**config.mk**
```make
export PLATFORM = sky130hd
export DESIGN_NAME = event_fetch_requester
export DESIGN_NICKNAME = d
export VERILOG_FILES = /design/src/rtl/event_fetch_requester.sv
export SDC_FILE = /design/constraint.sdc
export NUM_CORES = 1
export LEC_CHECK = 0
export CAP_MARGIN = 20
export CORE_ASPECT_RATIO = 1.4
export CORE_MARGIN = 2
export CORE_UTILIZATION = 30
export CTS_CLUSTER_SIZE = 16
export DETAILED_ROUTE_END_ITERATION = 6
export DONT_BUFFER_PORTS = 1
export GPL_TIMING_DRIVEN = 0
export HOLD_SLACK_MARGIN = 0.05
export SLEW_MARGIN = 20
export SYNTH_ARGS = -nofsm -noshare
export SYNTH_HDL_FRONTEND = slang
export SYNTH_SLANG_ARGS = --single-unit
export TNS_END_PERCENT = 5
```
**constraint.sdc**
```tcl
create_clock -name clk -period 7.48 [get_ports clk]
set_input_delay 1.87 -clock clk [delete_from_list [all_inputs] [get_ports clk]]
set_output_delay 1.87 -clock clk [all_outputs]
set_load 0.01 [all_outputs]
```
**src/rtl/event_fetch_requester.sv**
```systemverilog
// Event fetch requester: issues one-cycle requests to an event source, buffers
// the responses in a small first-word-fall-through FIFO and streams them out.
// Each request is guarded by a timeout. Done and sticky error flags report status.
//
// state   | meaning
// --------+-----------------------------------------------------------
// S_IDLE  | waiting for start; FIFO may still be draining
// S_REQ   | request is on the wire this cycle, or held off by a full FIFO
// S_WAIT  | waiting for the response strobe, timeout counting down
// S_DRAIN | run finished or aborted; waiting for the FIFO to empty
module event_fetch_requester #(
    parameter int DATA_WIDTH     = 4,
    parameter int FIFO_DEPTH     = 8,
    parameter int TIMEOUT_CYCLES = 16,
    parameter int CNT_WIDTH      = 16
) (
    input  logic                  clk,
    input  logic                  rst,
    input  logic                  start,
    input  logic [CNT_WIDTH-1:0]  event_total,
    output logic                  out_event_req_0,
    input  logic                  in_event_valid_0,
    input  logic [DATA_WIDTH-1:0] in_event_value_0,
    input  logic [15:0]           in_event_addr_0,
    output logic                  m_valid,
    input  logic                  m_ready,
    output logic [DATA_WIDTH-1:0] m_value,
    output logic [7:0]            m_row,
    output logic [7:0]            m_col,
    output logic                  busy,
    output logic                  done,
    output logic [CNT_WIDTH-1:0]  fetched_cnt,
    output logic                  timeout_err,
    output logic                  stray_err
);
    localparam int PTR_W = $clog2(FIFO_DEPTH);
    localparam int OCC_W = PTR_W + 1;
    localparam int TMO_W = $clog2(TIMEOUT_CYCLES + 1);
    localparam int ENT_W = DATA_WIDTH + 16;
    localparam logic [OCC_W-1:0] DEPTH_C = OCC_W'(FIFO_DEPTH);
    localparam logic [TMO_W-1:0] TMO_C   = TMO_W'(TIMEOUT_CYCLES);

    typedef enum logic [1:0] {S_IDLE, S_REQ, S_WAIT, S_DRAIN} state_t;

    state_t                state_q, state_d;
    logic [CNT_WIDTH-1:0]  total_q, total_d;
    logic [CNT_WIDTH-1:0]  fetched_q, fetched_d;
    logic [TMO_W-1:0]      tmo_q, tmo_d;
    logic                  req_q, req_d;
    logic                  busy_q, busy_d;
    logic                  done_q, done_d;
    logic                  tmo_err_q, tmo_err_d;
    logic                  stray_q, stray_d;

    logic [ENT_W-1:0]      mem_q [FIFO_DEPTH];
    logic [PTR_W-1:0]      wr_ptr_q, wr_ptr_d;
    logic [PTR_W-1:0]      rd_ptr_q, rd_ptr_d;
    logic [OCC_W-1:0]      occ_q, occ_d;
    logic                  push, pop;
    logic [ENT_W-1:0]      head;

    // Sequencer next-state; the timeout counter loads the full window on entry
    // to WAIT and aborts on the last tolerated silent cycle.
    always_comb begin
        state_d   = state_q;
        total_d   = total_q;
        fetched_d = fetched_q;
        tmo_d     = tmo_q;
        tmo_err_d = tmo_err_q;
        stray_d   = stray_q;
        push      = 1'b0;
        case (state_q)
            S_IDLE: begin
                if (start) begin
                    total_d   = event_total;
                    fetched_d = '0;
                    tmo_err_d = 1'b0;
                    stray_d   = 1'b0;
                    state_d   = (event_total == '0) ? S_DRAIN : S_REQ;
                end
                if (in_event_valid_0) stray_d = 1'b1;
            end
            S_REQ: begin
                if (req_q) begin
                    tmo_d   = TMO_C;
                    state_d = S_WAIT;
                end
                if (in_event_valid_0) stray_d = 1'b1;
            end
            S_WAIT: begin
                if (in_event_valid_0) begin
                    push      = 1'b1;
                    fetched_d = (fetched_q == total_q) ? fetched_q : fetched_q + 1'b1;
                    state_d   = (fetched_d == total_q) ? S_DRAIN : S_REQ;
                end else if (tmo_q <= TMO_W'(1)) begin
                    tmo_err_d = 1'b1;
                    state_d   = S_DRAIN;
                end else begin
                    tmo_d = tmo_q - 1'b1;
                end
            end
            S_DRAIN: begin
                if (occ_q == '0) state_d = S_IDLE;
                if (in_event_valid_0) stray_d = 1'b1;
            end
            default: state_d = S_IDLE;
        endcase
    end

    // FIFO pointer and occupancy update; a simultaneous push and pop cancel out.
    always_comb begin
        pop      = (occ_q != '0) && m_ready;
        wr_ptr_d = wr_ptr_q + PTR_W'(push);
        rd_ptr_d = rd_ptr_q + PTR_W'(pop);
        occ_d    = occ_q;
        if (push && !pop) occ_d = occ_q + 1'b1;
        if (pop && !push) occ_d = occ_q - 1'b1;
    end

    // Registered outputs; req is decided one edge early from next-cycle occupancy
    // so the request lands in the first REQ cycle with no extra latency.
    always_comb begin
        req_d  = (state_d == S_REQ) && (occ_d < DEPTH_C);
        busy_d = (state_d != S_IDLE);
        done_d = (state_q == S_DRAIN) && (occ_q == '0);
    end

    // State and control flops.
    always_ff @(posedge clk or posedge rst) begin
        if (rst) begin
            state_q   <= S_IDLE;
            total_q   <= '0;
            fetched_q <= '0;
            tmo_q     <= '0;
            req_q     <= 1'b0;
            busy_q    <= 1'b0;
            done_q    <= 1'b0;
            tmo_err_q <= 1'b0;
            stray_q   <= 1'b0;
            wr_ptr_q  <= '0;
            rd_ptr_q  <= '0;
            occ_q     <= '0;
        end else begin
            state_q   <= state_d;
            total_q   <= total_d;
            fetched_q <= fetched_d;
            tmo_q     <= tmo_d;
            req_q     <= req_d;
            busy_q    <= busy_d;
            done_q    <= done_d;
            tmo_err_q <= tmo_err_d;
            stray_q   <= stray_d;
            wr_ptr_q  <= wr_ptr_d;
            rd_ptr_q  <= rd_ptr_d;
            occ_q     <= occ_d;
        end
    end

    // FIFO storage needs no reset; occupancy alone defines what is valid.
    always_ff @(posedge clk) begin
        if (push) mem_q[wr_ptr_q] <= {in_event_value_0, in_event_addr_0};
    end

`ifndef SYNTHESIS
    // A push into a full FIFO means the occupancy gate in REQ was bypassed.
    always @(posedge clk) begin
        if (!rst) assert (!(push && occ_q == DEPTH_C));
    end
`endif

    assign head            = mem_q[rd_ptr_q];
    assign m_valid         = (occ_q != '0);
    assign m_value         = head[ENT_W-1:16];
    assign m_row           = head[15:8];
    assign m_col           = head[7:0];
    assign out_event_req_0 = req_q;
    assign busy            = busy_q;
    assign done            = done_q;
    assign fetched_cnt     = fetched_q;
    assign timeout_err     = tmo_err_q;
    assign stray_err       = stray_q;
endmodule

```
==> results.md, run 1 <==
* Outcome: complete, no violations
* Post-CTS setup buffer count at 0
* Final Hold Violating Endpoints at 0
* Flops & latches, synth at 214
* Core area at 0.0300 mm²
* R2R cell count at 8
* Die area at 0.0321 mm²
* Gpl congestion at 0.865
* CP arrival at 2.74 ns
* IO Count at 83
* Cts hold-fix bufs at 0
* Met3 GRT Util at 3.14%
* Top cells by area, synth: edfxtp_1, dfrtp_1, mux4_2, nand2_1, mux2_2
* Routed Antenna Nets at 0
* Placed inst area at 0.00986 mm²
* Final Max Slew Viols at 0
* Rows at 75
* Pin count of the biggest net entering global routing at 55
* Hold path depth at 2
* ANT cells at 0
* Clock Tree Buf Depth at 3
* Met1 GRT Util at 14.5%
* Synth top cells by count: edfxtp_1, nand2_1, dfrtp_1, mux4_2, nor2_1
* Worst slew pin tran at 1.02 ns
* Top FF cell, synth: edfxtp_1
* Min-Delay Path Class: reg -> reg
* Mapped Cells at 602
* Worst VDD drop at 0.219 mV
* Max-slew headroom at 31.9%
* Post-synth EDFFs at 160
* TNS Setup at 0 ns
* Fin worst setup slack at 2.87 ns
* Routed WL at 20200 µm
* Hold Path Origin: total_q[6]
* RSZ-0062 raised after global routing: no
* Vias per cell at 4.98
* Overflow after GRT at 0
* TritonCTS Sinks at 214
* Register area share after synthesis at 67.0%
* Syn Area/Cell at 15.3 µm²
* Post-CTS resize count at 0
* Syn_nets at 654
* Leak Pwr at 0.00376 µW
* Period minus WS final at 4.61 ns
* Final core occ at 35.4%
* Overall Global Routing Usage at 12.6%
* Worst skew pair latency at 0.52 ns
* Final net count at 694
* Clk slew on worst S/H paths at 0.06 ns
* HPWL Detailed at 14100 µm
* Drt pass-1 iters at 5
* Number of CTS-inserted buffers at 23
* P per Cell Area at 350 mW/mm²
* Via count at 5203
* Critical Path RT at 5.61 ns
* Reg2Reg Setup Slack at 4.21 ns
* DP Worst Slack at 2.62 ns
* Post-synth top area cell: edfxtp_1
* Worst Hold Path EP: total_q[6]
* Ys Warns at 0
* Yosys top cell area share at 52.3%
* Worst R2R End: out_event_req_0
* Die Width at 152 µm
* Crit path max fanout at 10
* Crit. End Element: primary output
* Fraction of layout cells with a size suffix above 1 at 19.7%
* Area of the mapped netlist at 0.00919 mm²
* Design Area, Final at 0.0106 mm²
* Starting Density at 30.6%
* Worst Skew at 0.0184 ns
* Max_cap viols at 0
* GRT busiest layer: met2
* Final setup viols at 0
* Fmax at 0.217 GHz
* Port Buffers at 0
* Drt wl/cell at 19.3 µm
* Vias in the first global route at 5494
* Critical Path Source Type: register
* Count leader, synth: edfxtp_1
* Reg-to-Reg Start: fetched_cnt[4]
* Asr flop ratio synth at 25.2%
* Fin crit share at 61.7%
* CTS tree: built
* DRC viols at 0
* Drt initial violations at 288
* Root Driver: clkbuf_16
* Initial antenna violation count at 0
* Layout area overhead at 15.7%
* First-pass GRT wire length at 31400 µm
* Kind of critical path: reg -> out
* H-tree levels at 1
* Post-synthesis cell type count at 55
* Die Ht at 211 µm
* GR Util met2 at 23.5%
cell families (layout without fill, tap and decap cells):
logic type      count (synthesis)  in the layout  share of synthesized area (%)
mux                            62             62                           12.5
compound gates                 78             78                           5.39
buf+inv                        37             94                           1.71
xor+xnor                       33             33                           3.23
fa+ha+maj                      11             11                           1.50
simple gates                  167            167                           8.74
flops                         214            214                           67.0
metrics by stage:
step / hold WS [ns] / power [µW] / std cells
after floorplan: 0.465 / 2330 / 602
after global placement: 0.480 / 2580 / 987
after detailed placement: 0.482 / 2620 / 1001
after CTS: 0.497 / 3770 / 1043
after global routing: 0.514 / 3930 / 1044
final: 0.493 / 3720 / 1044
layout make-up:
class / count / area [µm²]
Buffer: 23 / 105
Clock buffer: 27 / 601
Clock inverter: 15 / 165
Fill cell: 2910 / 19400
Inverter: 14 / 55.1
Multi-Input combinational cell: 351 / 2930
Sequential cell: 214 / 6160
Tap cell: 385 / 482
Timing Repair Buffer: 15 / 148
flip-flops by register name (all words and copies together), names as in the netlist, 2 cells and up:
name,cells
fetched_cnt,16
mem_q,160
occ_q,4
rd_ptr_q,3
state_q,2
tmo_q,5
total_q,16
wr_ptr_q,3
critical path, stage by stage, from the launching register on:
cell	delay, ns
dfrtp_1	0.35
clkbuf_1	0.15
buf_1	0.78
mux4_2	0.60
mux2_2	0.33
worst max-delay path by stage:
stage / startpoint / endpoint / slack, ns / depth (start not counted)
finish: rd_ptr_q[0] / m_row[6] / 2.87 / 4
global route: rd_ptr_q[0] / m_row[6] / 2.70 / 4
CTS: rd_ptr_q[0] / m_value[2] / 2.78 / 4
detailed placement: in_event_valid_0 / mem_q[1][5] / 2.62 / 8
global placement: in_event_valid_0 / mem_q[0][5] / 0.39 / 4
floorplan: in_event_valid_0 / mem_q[0][0] / 2.61 / 4
where the power goes:
| part | internal [µW] | total (µW) | switching, µW | leakage [µW] |
|---|---|---|---|---|
| combinational | 478 | 1060 | 587 | 0.00124 |
| clock | 682 | 1140 | 459 | 0.000383 |
| sequential | 1400 | 1510 | 117 | 0.00213 |
| total | 2560 | 3720 | 1160 | 0.00376 |
metal layers:
layer	up-vias	part of all wire (%)
met1	2620	38
met4	0	2.0
met5	-	0
met3	30	6.5
li1	2395	-
met2	158	53
layout by cell type, fill, tap and decap left out, types with 5 or more instances in the layout:
cell type,Yosys,final
clkbuf_16,0,23
clkbuf_1,14,17
buf_6,2,6
edfxtp_1,160,160
a31oi_1,11,11
xor2_1,15,15
nor4_1,8,7
inv_1,14,13
o21ai_0,25,25
nand3_1,11,11
nand2_1,79,79
ha_1,11,11
clkinv_2,0,7
xnor2_1,17,17
a21oi_1,11,11
mux2_2,20,20
nor2_1,29,26
mux4_2,40,40
buf_1,6,6
buf_4,1,7
dfrtp_1,54,54
o31ai_1,5,5
Power figures use the tool's default switching activity.
==> run 2, diff against run 1 <==
- clock period: 7.48 -> 4.3 ns (I/O delays scaled with it)
==> results of run 2 <==
The final DEF is identical to that of run 1. Status: complete, no violations.
Main changes from that run: setup slack after placement 2.62 ns -> 0.231 ns; setup slack after layout 2.87 ns -> 0.483 ns; hold slack 0.493 ns -> 0.478 ns; register-to-register setup slack 4.21 ns -> 1.03 ns; total power 3720 µW -> 6470 µW; worst IR drop on VDD 0.219 mV -> 0.380 mV
==> run 3, diff against run 2 <==
- clock period: 4.3 -> 4.62 ns (I/O delays scaled with it)
==> results of run 3 <==
The final DEF is identical to that of run 1. Status: complete, no violations.
Main changes from that run: setup slack after placement 2.62 ns -> 0.471 ns; setup slack after layout 2.87 ns -> 0.723 ns; register-to-register setup slack 4.21 ns -> 1.35 ns; total power 3720 µW -> 6020 µW; worst IR drop on VDD 0.219 mV -> 0.354 mV
